[src/rtl/ip_tx_pkg.sv]
// ip_tx_pkg: shared constants and state encoding
// for the IPv4 transmit header path.
package ip_tx_pkg;

    localparam logic [15:0] ETHERTYPE_IPV4 = 16'h0800;
    localparam logic [7:0]  IP_VER_IHL     = 8'h45;
    localparam logic [7:0]  PROTO_ICMP     = 8'd1;
    localparam logic [7:0]  PROTO_UDP      = 8'd17;
    localparam int          IP_HDR_BYTES   = 20;

    typedef enum logic [1:0] {
        IDLE,
        STREAM,
        DRAIN
    } tx_state_t;

endpackage

[src/rtl/ip_hdr_csum.sv]
// ip_hdr_csum: combinational IPv4 header checksum
// over the nine non-checksum header words.
module ip_hdr_csum (
    input  logic [15:0] w0,
    input  logic [15:0] w1,
    input  logic [15:0] w2,
    input  logic [15:0] w3,
    input  logic [15:0] w4,
    input  logic [15:0] w5,
    input  logic [15:0] w6,
    input  logic [15:0] w7,
    input  logic [15:0] w8,
    output logic [15:0] csum
);

    logic [19:0] acc;
    logic [16:0] fold1;
    logic [15:0] fold2;

    // one's-complement sum, two end-around folds, then invert
    always_comb begin
        acc = 20'(w0) + 20'(w1) + 20'(w2) + 20'(w3) + 20'(w4)
            + 20'(w5) + 20'(w6) + 20'(w7) + 20'(w8);
        fold1 = {1'b0, acc[15:0]} + {13'd0, acc[19:16]};
        fold2 = fold1[15:0] + {15'd0, fold1[16]};
        csum  = ~fold2;
    end

endmodule

[src/rtl/ip_hdr_tx.sv]
// ip_hdr_tx: prepends EtherType and IPv4 header to a
// payload byte stream through a header-length shift register.
module ip_hdr_tx
    import ip_tx_pkg::*;
#(
    parameter logic [7:0]  TTL          = 8'h80,
    parameter bit          DF           = 1'b1,
    parameter bit          ETHERTYPE_EN = 1'b1,
    parameter logic [15:0] ID_INIT      = 16'h0000,
    parameter bit          ID_INCR      = 1'b1
) (
    input  logic        clock,
    input  logic        reset,
    input  logic        tx_enable,
    output logic        ready,
    output logic        active,
    input  logic [7:0]  data_in,
    output logic [7:0]  data_out,
    input  logic [7:0]  protocol,
    input  logic [5:0]  dscp,
    input  logic [15:0] length,
    input  logic [31:0] local_ip,
    input  logic [31:0] destination_ip,
    output logic [15:0] ip_id,
    output logic        len_err
);

    localparam int HDR_LEN = ETHERTYPE_EN ? IP_HDR_BYTES + 2
                                          : IP_HDR_BYTES;
    localparam int SR_W = HDR_LEN * 8;
    localparam int IP_W = IP_HDR_BYTES * 8;
    // drain_left counts bytes still to emit, the current one included
    localparam logic [4:0] DRAIN_LOAD = 5'(HDR_LEN - 1);

    tx_state_t state;
    tx_state_t state_n;

    logic [SR_W-1:0] sr;
    logic [SR_W-1:0] hdr;
    logic [IP_W-1:0] ip_hdr;
    logic [15:0]     byte_cnt;
    logic [15:0]     len_q;
    logic [4:0]      drain_left;
    logic            last;

    logic [15:0] w_ver_tos;
    logic [15:0] w_total_len;
    logic [15:0] w_flags;
    logic [15:0] w_ttl_proto;
    logic [15:0] csum;

    assign w_ver_tos   = {IP_VER_IHL, dscp, 2'b00};
    assign w_total_len = 16'(IP_HDR_BYTES) + length;
    assign w_flags     = DF ? 16'h4000 : 16'h0000;
    assign w_ttl_proto = {TTL, protocol};

    ip_hdr_csum u_csum (
        .w0   (w_ver_tos),
        .w1   (w_total_len),
        .w2   (ip_id),
        .w3   (w_flags),
        .w4   (w_ttl_proto),
        .w5   (local_ip[31:16]),
        .w6   (local_ip[15:0]),
        .w7   (destination_ip[31:16]),
        .w8   (destination_ip[15:0]),
        .csum (csum)
    );

    assign ip_hdr = {w_ver_tos, w_total_len, ip_id, w_flags,
                     w_ttl_proto, csum, local_ip, destination_ip};

    generate
        if (ETHERTYPE_EN) begin : g_eth
            assign hdr = {ETHERTYPE_IPV4, ip_hdr};
        end else begin : g_noeth
            assign hdr = ip_hdr;
        end
    endgenerate

    assign data_out = sr[SR_W-1 -: 8];
    assign ready    = (state == IDLE);
    assign active   = tx_enable | (state != IDLE);
    assign len_err  = last & (byte_cnt != len_q);

    // state register
    always_ff @(posedge clock or posedge reset) begin
        if (reset) state <= IDLE;
        else       state <= state_n;
    end

    // next state and end-of-drain detect
    always_comb begin
        state_n = state;
        last    = 1'b0;
        unique case (state)
            IDLE:    if (tx_enable) state_n = STREAM;
            STREAM:  if (!tx_enable) state_n = DRAIN;
            DRAIN: begin
                last = (drain_left == 5'd1);
                if (last) state_n = IDLE;
            end
            default: state_n = IDLE;
        endcase
    end

    // header load, byte shifting, counters and packet id
    always_ff @(posedge clock or posedge reset) begin
        if (reset) begin
            sr         <= '0;
            byte_cnt   <= '0;
            len_q      <= '0;
            drain_left <= '0;
            ip_id      <= ID_INIT;
        end else begin
            unique case (state)
                IDLE: begin
                    len_q <= length;
                    if (tx_enable) begin
                        sr       <= {sr[SR_W-9:0], data_in};
                        byte_cnt <= 16'd1;
                    end else begin
                        sr       <= hdr;
                        byte_cnt <= '0;
                    end
                end
                STREAM: begin
                    if (tx_enable) begin
                        sr <= {sr[SR_W-9:0], data_in};
                        if (byte_cnt != 16'hFFFF)
                            byte_cnt <= byte_cnt + 16'd1;
                    end else begin
                        sr         <= {sr[SR_W-9:0], 8'h00};
                        drain_left <= DRAIN_LOAD;
                    end
                end
                DRAIN: begin
                    sr         <= {sr[SR_W-9:0], 8'h00};
                    drain_left <= drain_left - 5'd1;
                    if (last && ID_INCR)
                        ip_id <= ip_id + 16'd1;
                end
                default: ;
            endcase
        end
    end

endmodule

[config.mk]
export PLATFORM = sky130hd
export DESIGN_NAME = ip_hdr_tx
export DESIGN_NICKNAME = d
export VERILOG_FILES = /design/src/rtl/ip_tx_pkg.sv /design/src/rtl/ip_hdr_csum.sv /design/src/rtl/ip_hdr_tx.sv
export SDC_FILE = /design/constraint.sdc
export NUM_CORES = 1
export LEC_CHECK = 0
export CAP_MARGIN = 40
export CORE_ASPECT_RATIO = 0.75
export CORE_UTILIZATION = 55
export CTS_BUF_LIST = sky130_fd_sc_hd__clkbuf_2
export CTS_CLUSTER_DIAMETER = 60
export DETAILED_ROUTE_END_ITERATION = 16
export PLACE_DENSITY = 0.77
export SYNTH_ARGS = -nofsm -noshare
export SYNTH_HDL_FRONTEND = slang
export SYNTH_SLANG_ARGS = --single-unit
[constraint.sdc]
create_clock -name clock -period 10.67 [get_ports clock]
set_clock_uncertainty 0.05 [all_clocks]
set_input_delay 1.6005 -clock clock [delete_from_list [all_inputs] [get_ports clock]]
set_output_delay 1.6005 -clock clock [all_outputs]
set_load 0.1 [all_outputs]
After elaboration in Yosys (flattened, before gate mapping). Index checks and enable logic that the tools add are counted.

Flip-flop bits (word level): 231. Input port bits: 105. Output and inout port bits: 27. Word-level logic and storage cells: 56.

Add/sub/neg operators: 14. Equal/unequal tests: 10. Multiplexer cells: 14. Bitwise operators: 3. Reductions and logical operators: 9.

Operator list (count): $pmux W176 S3 (1); $mux W176 (1); $add A20 B16 Y20 (6); $add A16 B1 Y16 const B (2); $mux W16 (2); $pmux W16 S2 (1); $add A20 B15 Y20 const B (1); $add A15 B16 Y17 (1); $add A16 B4 Y17 (1); $add A16 B1 Y16 (1); $add A5 B16 Y16 const A (1); $ne A16 B16 Y1 (1); $ne A16 B16 Y1 const B (1); $not A16 Y16 (1); $ne A2 B2 Y1 const B (5); $pmux W5 S2 (1); $mux W8 (1); $mux W2 (3); $pmux W2 S3 (1); $reduce_and A3 Y1 (2); $reduce_bool A2 Y1 (3); $eq A5 B1 Y1 const B (1); $mux W5 (1); $sub A5 B1 Y5 const B (1); 8 further kinds (10).

Longest topological paths before layout. Gate-level depths: netlist of run 1.

Depth in word-level cells: 14. Gate-level depth with buffers: 44. Mapped depth without buffers: 44.

By module. A second synthesis of run 1 with hierarchy kept.

Cells, all modules: 1519. Area, all modules: 15115.7 um2.

By module, submodules not included: ip_hdr_tx (instances 1, cells each 1027, area each 10636.5 um2, seq. area each 5780.5 um2); ip_hdr_csum (instances 1, cells each 492, area each 4479.3 um2, seq. area each 0.0 um2).

Worst setup path after synthesis of run 1. OpenSTA, ideal clock, no wires.

Kind: input to register. Start point: input port length[2]. End point: register sr[78]. Library setup time: 0.142 ns. Data arrival time: 10.421 ns. Required time: 10.478 ns. Slack: 0.057 ns. Cell stages on the path: 42. Cells stage by stage: ha_1 o21ai_0 xnor2_1 ha_1 a21oi_1 o21ai_0 a211oi_1 xor2_1 fa_1 inv_1 fa_1 fa_1 inv_1 ha_1 ha_1 clkbuf_1 and3_1 a221o_1 [... 6 more ...] xor2_1 inv_1 fa_1 nor2b_1 o21ai_0 nand2b_1 nand3_1 or4b_4 nor2_1 and4_1 ha_1 ha_1 and3_1 nand3_1 nor3_1 nand4b_1 xnor2_1 o221ai_1.

Cells in the longest elaborated chain, start to end: 14.

RTL lines: from (decl) (RTL line ip_hdr_tx.sv:21) `input logic [15:0] length,`; $add A5 B16 Y16 (RTL line ip_hdr_tx.sv:53) `assign w_total_len = 16'(IP_HDR_BYTES) + length;`; $add A15 B16 Y17 (RTL line ip_hdr_csum.sv:22) `acc = 20'(w0) + 20'(w1) + 20'(w2) + 20'(w3) + 20'(w4)`; $add A20 B16 Y20 (RTL line ip_hdr_csum.sv:22); $add A20 B15 Y20 (RTL line ip_hdr_csum.sv:22); $add A20 B16 Y20 (RTL line ip_hdr_csum.sv:22); $add A20 B16 Y20 (4 in series) (RTL line ip_hdr_csum.sv:23) `+ 20'(w5) + 20'(w6) + 20'(w7) + 20'(w8);`; $add A16 B4 Y17 (RTL line ip_hdr_csum.sv:24) `fold1 = {1'b0, acc[15:0]} + {13'd0, acc[19:16]};`; $add A16 B1 Y16 (RTL line ip_hdr_csum.sv:25) `fold2 = fold1[15:0] + {15'd0, fold1[16]};`; $not A16 Y16 (RTL line ip_hdr_csum.sv:26) `csum = ~fold2;`; $mux W176 (RTL line ip_hdr_tx.sv:119) `if (tx_enable) begin`; $pmux W176 S3 (RTL line ip_hdr_tx.sv:116) `unique case (state)`; to (signal assigned) (RTL line ip_hdr_tx.sv:120) `sr <= {sr[SR_W-9:0], data_in};`; to (signal assigned) (RTL line ip_hdr_tx.sv:123) `sr <= hdr;`; to (signal assigned) (RTL line ip_hdr_tx.sv:129) `sr <= {sr[SR_W-9:0], data_in};`; to (decl) (RTL line ip_hdr_tx.sv:38) `logic [SR_W-1:0] sr;`.

Every way passes these cells. A chain may end at the register's enable or synchronous reset.

Worst setup path in the final report of run 1. Ends and elaborated chain as after synthesis.

==> summary.txt, run 1 <==
Routing
  – First-pass DRT Iterations: 5
  – Vias: roughly 12000
  – Detailed Route Iter0 Violations: ~1100
  – DR WL/cell: 19.7 µm
  – Residual DRC: 0
  – Antenna-violating nets left: 0
  – DR vias/cell: 5.79
  – Drt total wl: 40800 µm

Timing
  – Min Tclk post-route: a little over 10 ns
  – Final setup viols: 0
  – Fin crit share: 96.4%
  – Fin. max-slew vios: 0
  – Worst Tran Pin Value: between 0.9 and 1 ns
  – Fmax: between 0.09 and 0.1 GHz
  – Hold Vio Cnt, Final: 0
  – Rel. slew slack: 38.8%
  – Post-route setup slack: 0.388 ns
  – RSZ-0062 raised after global routing: no

GRT
  – Global-route wire length before repair: approximately 64000 µm
  – Total track usage: 31.3%
  – Vias in the first global route: ~12000
  – Initial antenna violation count: 2
  – Gr ovfl total: 0
  – Largest net degree at the start of global routing: 92

Cells and area
  – Layout overhead on the synthesized area: 21.3%
  – Layout Nets: 1926
  – Fin area: 17500 µm²
  – Final core occ: 69.0%
  – FILL cells: about 2000
  – Layout cells sized above 1: between 10% and 20%

Place
  – GPL Wtd Cong: 0.974
  – Port-buffer cells: between 100 and 150
  – Hpwl dp: ~31000 µm
  – Placement Cell Area: roughly 17000 µm²
  – Worst slack, placed: -0.539 ns

Logic synthesis
  – Register area share after synthesis: 40.1%
  – Top cells by area, synth: dfrtp_1 40%, fa_1 10%, o21ai_0 5.4%
  – Asr flop ratio synth: 100%
  – Syn_area_per_cell: roughly 10 µm²
  – Post-synth EDFFs: 0
  – Synth cell types: 70
  – Post-Synthesis Cells: between 1000 and 1500
  – FF+latch count, synth: between 200 and 250
  – Most frequent cell after synthesis: dfrtp_1
  – Post-Syn Nets: 1709
  – Ys flop type: dfrtp_1
  – Syn. warnings: 0
  – Most common library cells after synthesis: 231 x dfrtp_1, 186 x nand2_1, 154 x o21ai_0
  – Cell Area, Synth: ~14000 µm²
  – Post-synth top area cell: dfrtp_1
  – Post-synth top area share: 40.1%

Power
  – Clock share of power: 9.7%
  – Switching Power: 2890 µW
  – Internal power: between 2000 and 3000 µW
  – Sequential share of power: 23.0%
  – Gate power share: between 60% and 70%
  – Leakage Power: 0.00794 µW
  – Peak supply drop: ~0.27 mV
  – Switch share: 49.1%
  – Pwr per Cell Area: approximately 340 nW/µm²

Floorplan
  – Boundary Pins: 132
  – Die area: approximately 27000 µm²
  – Initial Util: 56.8%
  – Die X: ~190 µm
  – Row count: 50
  – Core ar.: about 25000 µm²
  – Chip height: ~140 µm

CTS
  – Clk_lat worst skew: approximately 0.96 ns
  – Clock buffer depth: 3
  – Total CTS buffers: 58
  – CTS sink cnt: approximately 230
  – Clock transition at path regs: between 0.1 and 0.15 ns
  – CTS root buf: clkbuf_2
  – Post-CTS Hold Buffers: 0
  – H-tree levels: 2
  – Clock tree from TritonCTS: yes

Setup path
  – Most used cell, CP: ha_1
  – Max stage delay on crit path: roughly 0.56 ns
  – CP Class: input port to flop
  – Crit. End Element: flop
  – Critical path data required time: 11.41 ns
  – Crit path max-delay family: adder cells
  – CP max-delay cell: or4b_4
  – Crit path buffers/inverters: 5
  – CP Max Fanout: 3
  – Worst EP arrival: around 11 ns
  – Startpoint types: input port
  – Worst reg-to-reg setup slack: between 2 and 3 ns

Min path
  – Hold Path Class: flop to flop

Run status
  – Status: completed

Flow run
  – Max-Cap Viols: 0
## power groups by stage
stage,combinational (µW),sequential (µW),clock [µW]
final,3950,1350,572
after global placement,3750,1350,0
after global routing,4320,1380,629
after CTS,3900,1350,588
after floorplan,2730,1300,0
after detailed placement,3880,1360,0
## metal layers
metal | routed length, µm | share of wire (%) | global-route usage, % | vias to the layer above
met5 | 0 | 0 | 0 | -
met4 | 1600 | 3.9 | 13.2 | 0
met3 | 4180 | 10 | 8.23 | 100
met2 | 16400 | 40 | 42.6 | 553
met1 | 18700 | 46 | 46.8 | 5804
li1 | - | - | - | 5537
## cell type report
class	instances	area, µm²	area share (%)
Sequential cell	231	5780	33.1
Clock buffer	75	375	2.15
Antenna cell	1	2.50	0.0143
Inverter	113	432	2.47
Tap cell	338	423	2.42
Clock inverter	20	97.6	0.559
Multi-Input combinational cell	1044	7900	45.2
Timing Repair Buffer	248	2460	14.1
## final timing paths
| check | endpoint | cells past startpoint | startpoint |
|---|---|---|---|
| setup / recovery | sr[78] | 44 | length[2] |
| hold / removal | sr[98] | 1 | sr[90] |
| setup reg to reg | sr[78] | 34 | ip_id[8] |
| hold reg to reg | sr[98] | 1 | sr[90] |
| max in group asynchronous | sr[54] | 6 | reset |
| min in group asynchronous | sr[173] | 2 | reset |
## through the flow
step	hold slack, ns	setup TNS (ns)	total power [µW]	std cells
floorplan	0.393	0	4030	1479
global placement	0.405	-2.38	5100	1942
detailed placement	0.411	-4.74	5250	1974
CTS	0.433	0	5840	2069
global route	0.442	0	6330	2070
finish	0.413	0	5880	2070
## worst reg2reg max path: cells and delay by family (launching register included)
kind                     cells  cell delay, ns
AND/OR/NAND/NOR             10            1.76
buffers and inverters        4            0.38
adder cells (fa/ha/maj)      8            2.90
flip-flops                   1            0.59
XOR/XNOR                     2            0.35
AO/OA/AOI/OAI               10            1.83
## logic make-up (layout without fill, tap and decap cells)
kind of cell | after synthesis | in the layout | share of synthesized area (%)
other cells | 0 | 1 | 0
xor+xnor | 106 | 106 | 6.68
compound gates | 399 | 399 | 18.0
simple gates | 365 | 365 | 11.4
fa+ha+maj | 125 | 125 | 14.6
buf+inv | 204 | 456 | 5.55
flops | 231 | 231 | 40.1
mux | 49 | 49 | 3.57
## flip-flops by register name (all words and copies together) (netlist names)
name and cells:
state 2, sr 176, drain_left 5, byte_cnt 16
len_q 16, ip_id 16
## layout by cell type, fill, tap and decap left out, types with 5 or more instances in the layout
cell / Yosys / final
nor2b_1: 7 / 7
nand4_1: 14 / 14
ha_1: 53 / 51
inv_1: 113 / 112
clkinv_2: 0 / 7
nand3_1: 23 / 23
a22oi_1: 85 / 85
buf_4: 8 / 86
xnor2_1: 63 / 61
xor2_1: 40 / 40
fa_1: 72 / 72
clkdlybuf4s50_1: 0 / 130
clkinv_1: 0 / 10
o21ai_0: 154 / 152
a22o_1: 46 / 46
buf_8: 0 / 26
o221ai_1: 5 / 5
mux2i_1: 30 / 30
dfrtp_1: 231 / 231
mux2_2: 19 / 19
a21o_1: 10 / 9
nand2b_1: 9 / 9
nor3_1: 18 / 16
nand2_1: 186 / 186
and3_1: 8 / 8
nor2_1: 74 / 72
clkbuf_2: 0 / 75
a21oi_1: 60 / 59
## what timing repair did
action                                  CTS  global route
endpoints found under the setup margin    0             9
setup buffers                             0             0
endpoints found under the hold margin     0             0
gates resized for setup                   0            10
Note: power is estimated with default switching activity, not from simulation.
==> run 2, diff against run 1 <==
--- a/config.mk
+++ b/config.mk
@@ -7,6 +7,7 @@
 export LEC_CHECK = 0
 export CAP_MARGIN = 40
 export CORE_ASPECT_RATIO = 0.75
+export CORE_MARGIN = 2
 export CORE_UTILIZATION = 55
 export CTS_BUF_LIST = sky130_fd_sc_hd__clkbuf_2
 export CTS_CLUSTER_DIAMETER = 60
==> run 2 against run 1 <==
Sequential share of layout area hardly changed. Global-route usage is 0.31 points lower. Via count is 0.35% lower. Critical path depth is 1 lower. Hold slack better by 0.020 ns. Non-clock buffer count is 3 lower. Highest routed layer unchanged.
==> summary.txt, run 2 (same netlist as run 1, synthesis figures left out) <==
Place
  – GPL Wtd Cong: around 0.95
  – Placed cell count: 1977
  – Port-buffer cells: about 130
  – Hpwl dp: between 30000 and 40000 µm

Power
  – Peak supply drop: around 0.36 mV
  – Pwr per Cell Area: around 340 nW/µm²
  – Leakage Power: ~0.008 µW

Setup path
  – Crit. End Element: flop
  – Max stage delay on crit path: 0.55 ns
  – CP Class: input port to flop
  – Worst reg-to-reg setup slack: 2.68 ns
  – Startpoint types: input port
  – RR Startpoint: ip_id[8]
  – Reg2reg end: sr[75]
  – Worst EP arrival: 11.02 ns
  – Crit path buffers/inverters: 6
  – Crit path max-delay family: adder cells
  – R2R cell count: 34
  – Most used cell, CP: fa_1
  – CP Max Fanout: 3
  – Critical path data required time: 11.47 ns
  – CP max-delay cell: or4b_4

Min path
  – HP Start: sr[95]
  – WHS Path Cells: 2
  – Hold endpoint: sr[95]
  – Hold Path Class: flop to flop

Timing
  – Min Tclk post-route: just over 10 ns
  – Fin. max-slew vios: 0
  – Fmax: 0.0978 GHz
  – Rel. slew slack: between 40% and 50%
  – Setup TNS: 0 ns
  – Hold WS: approximately 0.43 ns
  – Fin crit share: a little over nine tenths
  – Final setup viols: 0
  – Worst Tran Pin Value: 0.886 ns
  – Hold Vio Cnt, Final: 0

Routing
  – First-pass DRT Iterations: 5
  – DR WL/cell: 19.8 µm
  – Antenna-violating nets left: 0
  – DR vias/cell: 5.76
  – Residual DRC: 0
  – Drt total wl: approximately 41000 µm
  – Detailed Route Iter0 Violations: 1262
  – Vias: roughly 12000

CTS
  – Clk_lat worst skew: 0.96 ns
  – H-tree levels: 2
  – CTS root buf: clkbuf_2
  – Clock buffer depth: 3
  – CTS sink cnt: between 200 and 250
  – Post-CTS Hold Buffers: 0
  – Clock tree from TritonCTS: yes
  – Clock transition at path regs: between 0.1 and 0.15 ns
  – Total CTS buffers: 56

GRT
  – Total track usage: 31.0%
  – Gr ovfl total: 0
  – Global-route wire length before repair: approximately 65000 µm
  – Vias in the first global route: between 10000 and 15000
  – Largest net degree at the start of global routing: roughly 110
  – Initial antenna violation count: 1

Cells and area
  – Fin cells: 2074
  – Final core occ: about 68%
  – Layout overhead on the synthesized area: 21.4%
  – Max FFs per register: 176
  – Commonest non-fill, non-tap cell in the layout: dfrtp_1
  – Most frequent cells in the layout: 231 x dfrtp_1, 186 x nand2_1, 152 x o21ai_0
  – Largest register by flop count: sr
  – Layout Nets: 1921
  – Layout cells sized above 1: 14.5%

Floorplan
  – Chip height: about 140 µm
  – Core ar.: approximately 26000 µm²
  – Die X: 191 µm
  – Row count: 51
  – Initial Util: between 50% and 60%
  – Die area: 27500 µm²
  – Boundary Pins: ~130

Run status
  – Status: completed

Flow run
  – Max-Cap Viols: 0
## run 2: worst min-delay path, cell delays in order, from the launching register on
cell and delay (ns):
dfrtp_1 0.36, nand2_1 0.05, nand2_1 0.05
## run 2: layer usage
| layer | wire [µm] | part of all wire (%) | up-vias | global-route usage, % |
|---|---|---|---|---|
| met2 | 17200 | 42 | 525 | 44.1 |
| met1 | 18800 | 46 | 5807 | 46.0 |
| li1 | - | - | 5542 | - |
| met5 | 0 | 0 | - | 0 |
| met4 | 1070 | 2.6 | 0 | 9.59 |
| met3 | 4000 | 9.7 | 78 | 8.32 |
## run 2: report_power, final
group          internal (µW)  total (µW)  switching, µW
logic                   1650        4000           2350
registers               1160        1350            191
clock network            225         604            379
## run 2: worst max-delay path by stage
stage / endpoint / depth (start not counted) / slack [ns] / start
6_report: sr[75] / 43 / 0.45 / length[2]
5_1_grt: sr[75] / 44 / -0.04 / length[2]
4_1_cts: sr[74] / 44 / 0.39 / length[2]
3_5_place_dp: sr[74] / 44 / -0.59 / length[2]
3_3_place_gp: sr[76] / 43 / -0.33 / length[2]
2_1_floorplan: sr[78] / 42 / 0.06 / length[2]
## run 2: cell type report
type | count | area, µm²
antenna | 1 | 2.50
clock buffer | 80 | 400
clock inverter | 16 | 92.6
fill | 2096 | 8360
inverter | 113 | 432
multi-input combinational | 1044 | 7880
sequential | 231 | 5780
tap | 344 | 430
timing repair buffer | 245 | 2460
## run 2: what timing repair did
item | 4_1_cts | 5_1_grt
hold endpoints to repair | 0 | 0
setup endpoints to repair | 0 | 11
buffers inserted | 0 | 0
gates resized for setup | 0 | 8
## run 2: stage by stage
step	total power [µW]	setup WS [ns]	cell area, µm²
global placement	5120	-0.329	16400
detailed placement	5270	-0.586	17000
floorplan	4030	0.0565	14400
finish	5950	0.445	17500
CTS	5890	0.387	17500
global route	6420	-0.0376	17500
==> run 3, diff against run 2 <==
--- a/config.mk
+++ b/config.mk
@@ -8,11 +8,11 @@
 export CAP_MARGIN = 40
 export CORE_ASPECT_RATIO = 0.75
 export CORE_MARGIN = 2
-export CORE_UTILIZATION = 55
+export CORE_UTILIZATION = 38
 export CTS_BUF_LIST = sky130_fd_sc_hd__clkbuf_2
 export CTS_CLUSTER_DIAMETER = 60
 export DETAILED_ROUTE_END_ITERATION = 16
-export PLACE_DENSITY = 0.77
+export SLEW_MARGIN = 30
 export SYNTH_ARGS = -nofsm -noshare
 export SYNTH_HDL_FRONTEND = slang
 export SYNTH_SLANG_ARGS = --single-unit
==> constraint.sdc (replaced) <==
create_clock -name clock -period 8.7 [get_ports clock]
set_clock_uncertainty 0.05 [all_clocks]
set_input_delay 1.305 -clock clock [delete_from_list [all_inputs] [get_ports clock]]
set_output_delay 1.305 -clock clock [all_outputs]
set_load 0.1 [all_outputs]
==> run 3 against run 2 <==
Sequential share of layout area is 2.3 points lower. Clock power increased by 31%. Highest routed layer is now met5. Critical path type unchanged. Non-clock buffer count grew 79. Cell area increased by 7.5%. Routed wire length grew 7.7%. Largest cell class unchanged. Register-to-register slack got worse by 1.4 ns. Power increased by 40%. Die area increased by 44%. The run now ends with setup timing left. Hold slack got worse by 0.0078 ns. Setup slack worse by 0.75 ns.
==> summary.txt, run 3 (same netlist as run 1, synthesis figures left out) <==
Place
  – Worst slack, placed: -1.90 ns
  – Port-buffer cells: between 100 and 150
  – GPL Wtd Cong: 0.901
  – Hpwl dp: ~33000 µm

Routing
  – Detailed Route Iter0 Violations: between 900 and 1000
  – Vias: about 12000
  – DR WL/cell: roughly 19 µm
  – DR vias/cell: 5.15
  – Residual DRC: 0
  – Antenna-violating nets left: 0
  – First-pass DRT Iterations: 6
  – Drt total wl: 44300 µm

GRT
  – Gr ovfl total: 0
  – Largest net degree at the start of global routing: 235
  – Vias in the first global route: around 12000
  – Initial antenna violation count: 2
  – Total track usage: roughly 22%
  – Global-route wire length before repair: 69000 µm

Cells and area
  – Final core occ: around half
  – Largest register by flop count: sr
  – Layout overhead on the synthesized area: 30.5%
  – Layout cells sized above 1: between 20% and 30%
  – FILL cells: 3507
  – Commonest non-fill, non-tap cell in the layout: dfrtp_1
  – Most frequent cells in the layout: 231 x dfrtp_1, 186 x nand2_1, 157 x buf_4
  – Max FFs per register: roughly 180
  – Layout Nets: 2004

CTS
  – CTS sink cnt: 231
  – H-tree levels: 2
  – Clock transition at path regs: 0.10 ns
  – Total CTS buffers: 60
  – Clock tree from TritonCTS: yes
  – Clock buffer depth: 3
  – Clk_lat worst skew: 1.00 ns
  – CTS root buf: clkbuf_2

Floorplan
  – Core ar.: around 37000 µm²
  – Die area: approximately 40000 µm²
  – Boundary Pins: roughly 130
  – Chip height: 173 µm
  – Initial Util: just under 40%
  – Die X: between 200 and 250 µm
  – Row count: 61

Setup path
  – Most used cell, CP: fa_1
  – CP Max Fanout: 3
  – CP max-delay cell: fa_1
  – Worst EP arrival: 9.74 ns
  – Startpoint types: input port
  – CP Class: input port to flop
  – Crit. End Element: flop
  – Max stage delay on crit path: approximately 0.58 ns
  – Critical path data required time: about 9.4 ns

Run status
  – Violated checks: setup timing
  – Status: finished with violations

Power
  – Sequential share of power: about a fifth
  – Switch share: around 47%
  – Switching Power: slightly below 4000 µW
  – Leakage Power: around 0.0084 µW
  – Pwr per Cell Area: roughly 440 nW/µm²
  – Clock share of power: 9.5%
  – Gate power share: 70.7%
  – Internal power: 4440 µW
  – Peak supply drop: ~0.43 mV

Flow run
  – Max-Cap Viols: 0

Timing
  – Fin. max-slew vios: 0
  – Fin crit share: 103%
  – Final setup viols: 10
  – Fmax: around 0.11 GHz
  – Rel. slew slack: between 30% and 40%
  – Worst Tran Pin Value: 0.927 ns
  – Hold Vio Cnt, Final: 0
  – RSZ-0062 raised after global routing: yes
  – Post-route setup slack: -0.304 ns
  – Min Tclk post-route: roughly 9 ns
  – Setup TNS: -1.96 ns

Min path
  – Hold Path Class: flop to flop
-- run 3: changes by cell type in the layout (fill, tap and decap cells not counted), moves of 5 or more --
| cell | before | now |
|---|---|---|
| a21oi_1 | 58 | 52 |
| buf_4 | 82 | 157 |
| clkbuf_2 | 80 | 89 |
| clkdlybuf4s50_1 | 130 | 119 |
| fa_1 | 72 | 67 |
| fa_2 | 0 | 5 |
| ha_1 | 51 | 40 |
| ha_4 | 1 | 13 |
| o21ai_0 | 152 | 144 |
| o21ai_1 | 3 | 8 |
-- run 3: timing repair --
action                                  4_1_cts  5_1_grt
hold buffers                                  0        0
gates resized for setup                      68       17
hold endpoints to repair                      0        0
endpoints found under the setup margin       16       14
setup buffers                                11        7
pin swaps                                    49       42
-- run 3: worst paths after layout --
check,slack (ns),cells after the start,end,startpoint
max,-0.30,41,sr[79],length[2]
min,0.43,1,sr[102],sr[94]
max reg2reg,1.26,34,sr[79],ip_id[9]
min reg2reg,0.43,1,sr[102],sr[94]
max in group asynchronous,6.55,4,sr[89],reset
min in group asynchronous,0.58,2,sr[164],reset
-- run 3: layer usage --
metal	vias up	global-route usage [%]	part of all wire, %
met5	-	1.44	0.18
met2	380	30.9	41
li1	5714	-	-
met1	5802	34.1	49
met4	2	6.85	2.6
met3	72	6.02	7.8
-- run 3: power by group through the flow --
stage | Combinational (µW) | Sequential, µW | Clock [µW]
after global routing | 6410 | 1690 | 875
after detailed placement | 5540 | 1670 | 0
final | 5900 | 1650 | 789
after floorplan | 3540 | 1590 | 0
after CTS | 5730 | 1650 | 814
after global placement | 5350 | 1650 | 0
-- run 3: metrics by stage --
step	power [µW]	instances	hold slack (ns)	instance area (µm²)
after global placement	7000	2165	0.405	17200
after global routing	8980	2323	0.416	18800
after floorplan	5130	1479	0.393	14500
after detailed placement	7200	2196	0.411	17700
after CTS	8200	2313	0.424	18600
final	8340	2323	0.425	18800
-- run 3: final cells by class --
| cell class | instances | area (µm²) | area share [%] |
|---|---|---|---|
| sequential | 231 | 5780 | 30.8 |
| multi-input combinational | 1044 | 8290 | 44.1 |
| timing repair buffer | 324 | 3110 | 16.6 |
| inverter | 113 | 432 | 2.30 |
| clock buffer | 89 | 445 | 2.37 |
| clock inverter | 17 | 105 | 0.559 |
| tap | 504 | 631 | 3.35 |
| antenna | 1 | 2.50 | 0.0133 |
-- run 3: critical path: cells and delay by family --
| family | cells | cell delay, ns |
|---|---|---|
| buffers and inverters | 6 | 0.65 |
| and+or+nand+nor | 11 | 1.99 |
| AOI/OAI and AO/OA | 11 | 1.86 |
| xor gates and xnor gates | 4 | 0.67 |
| adders and majority gates | 9 | 3.24 |
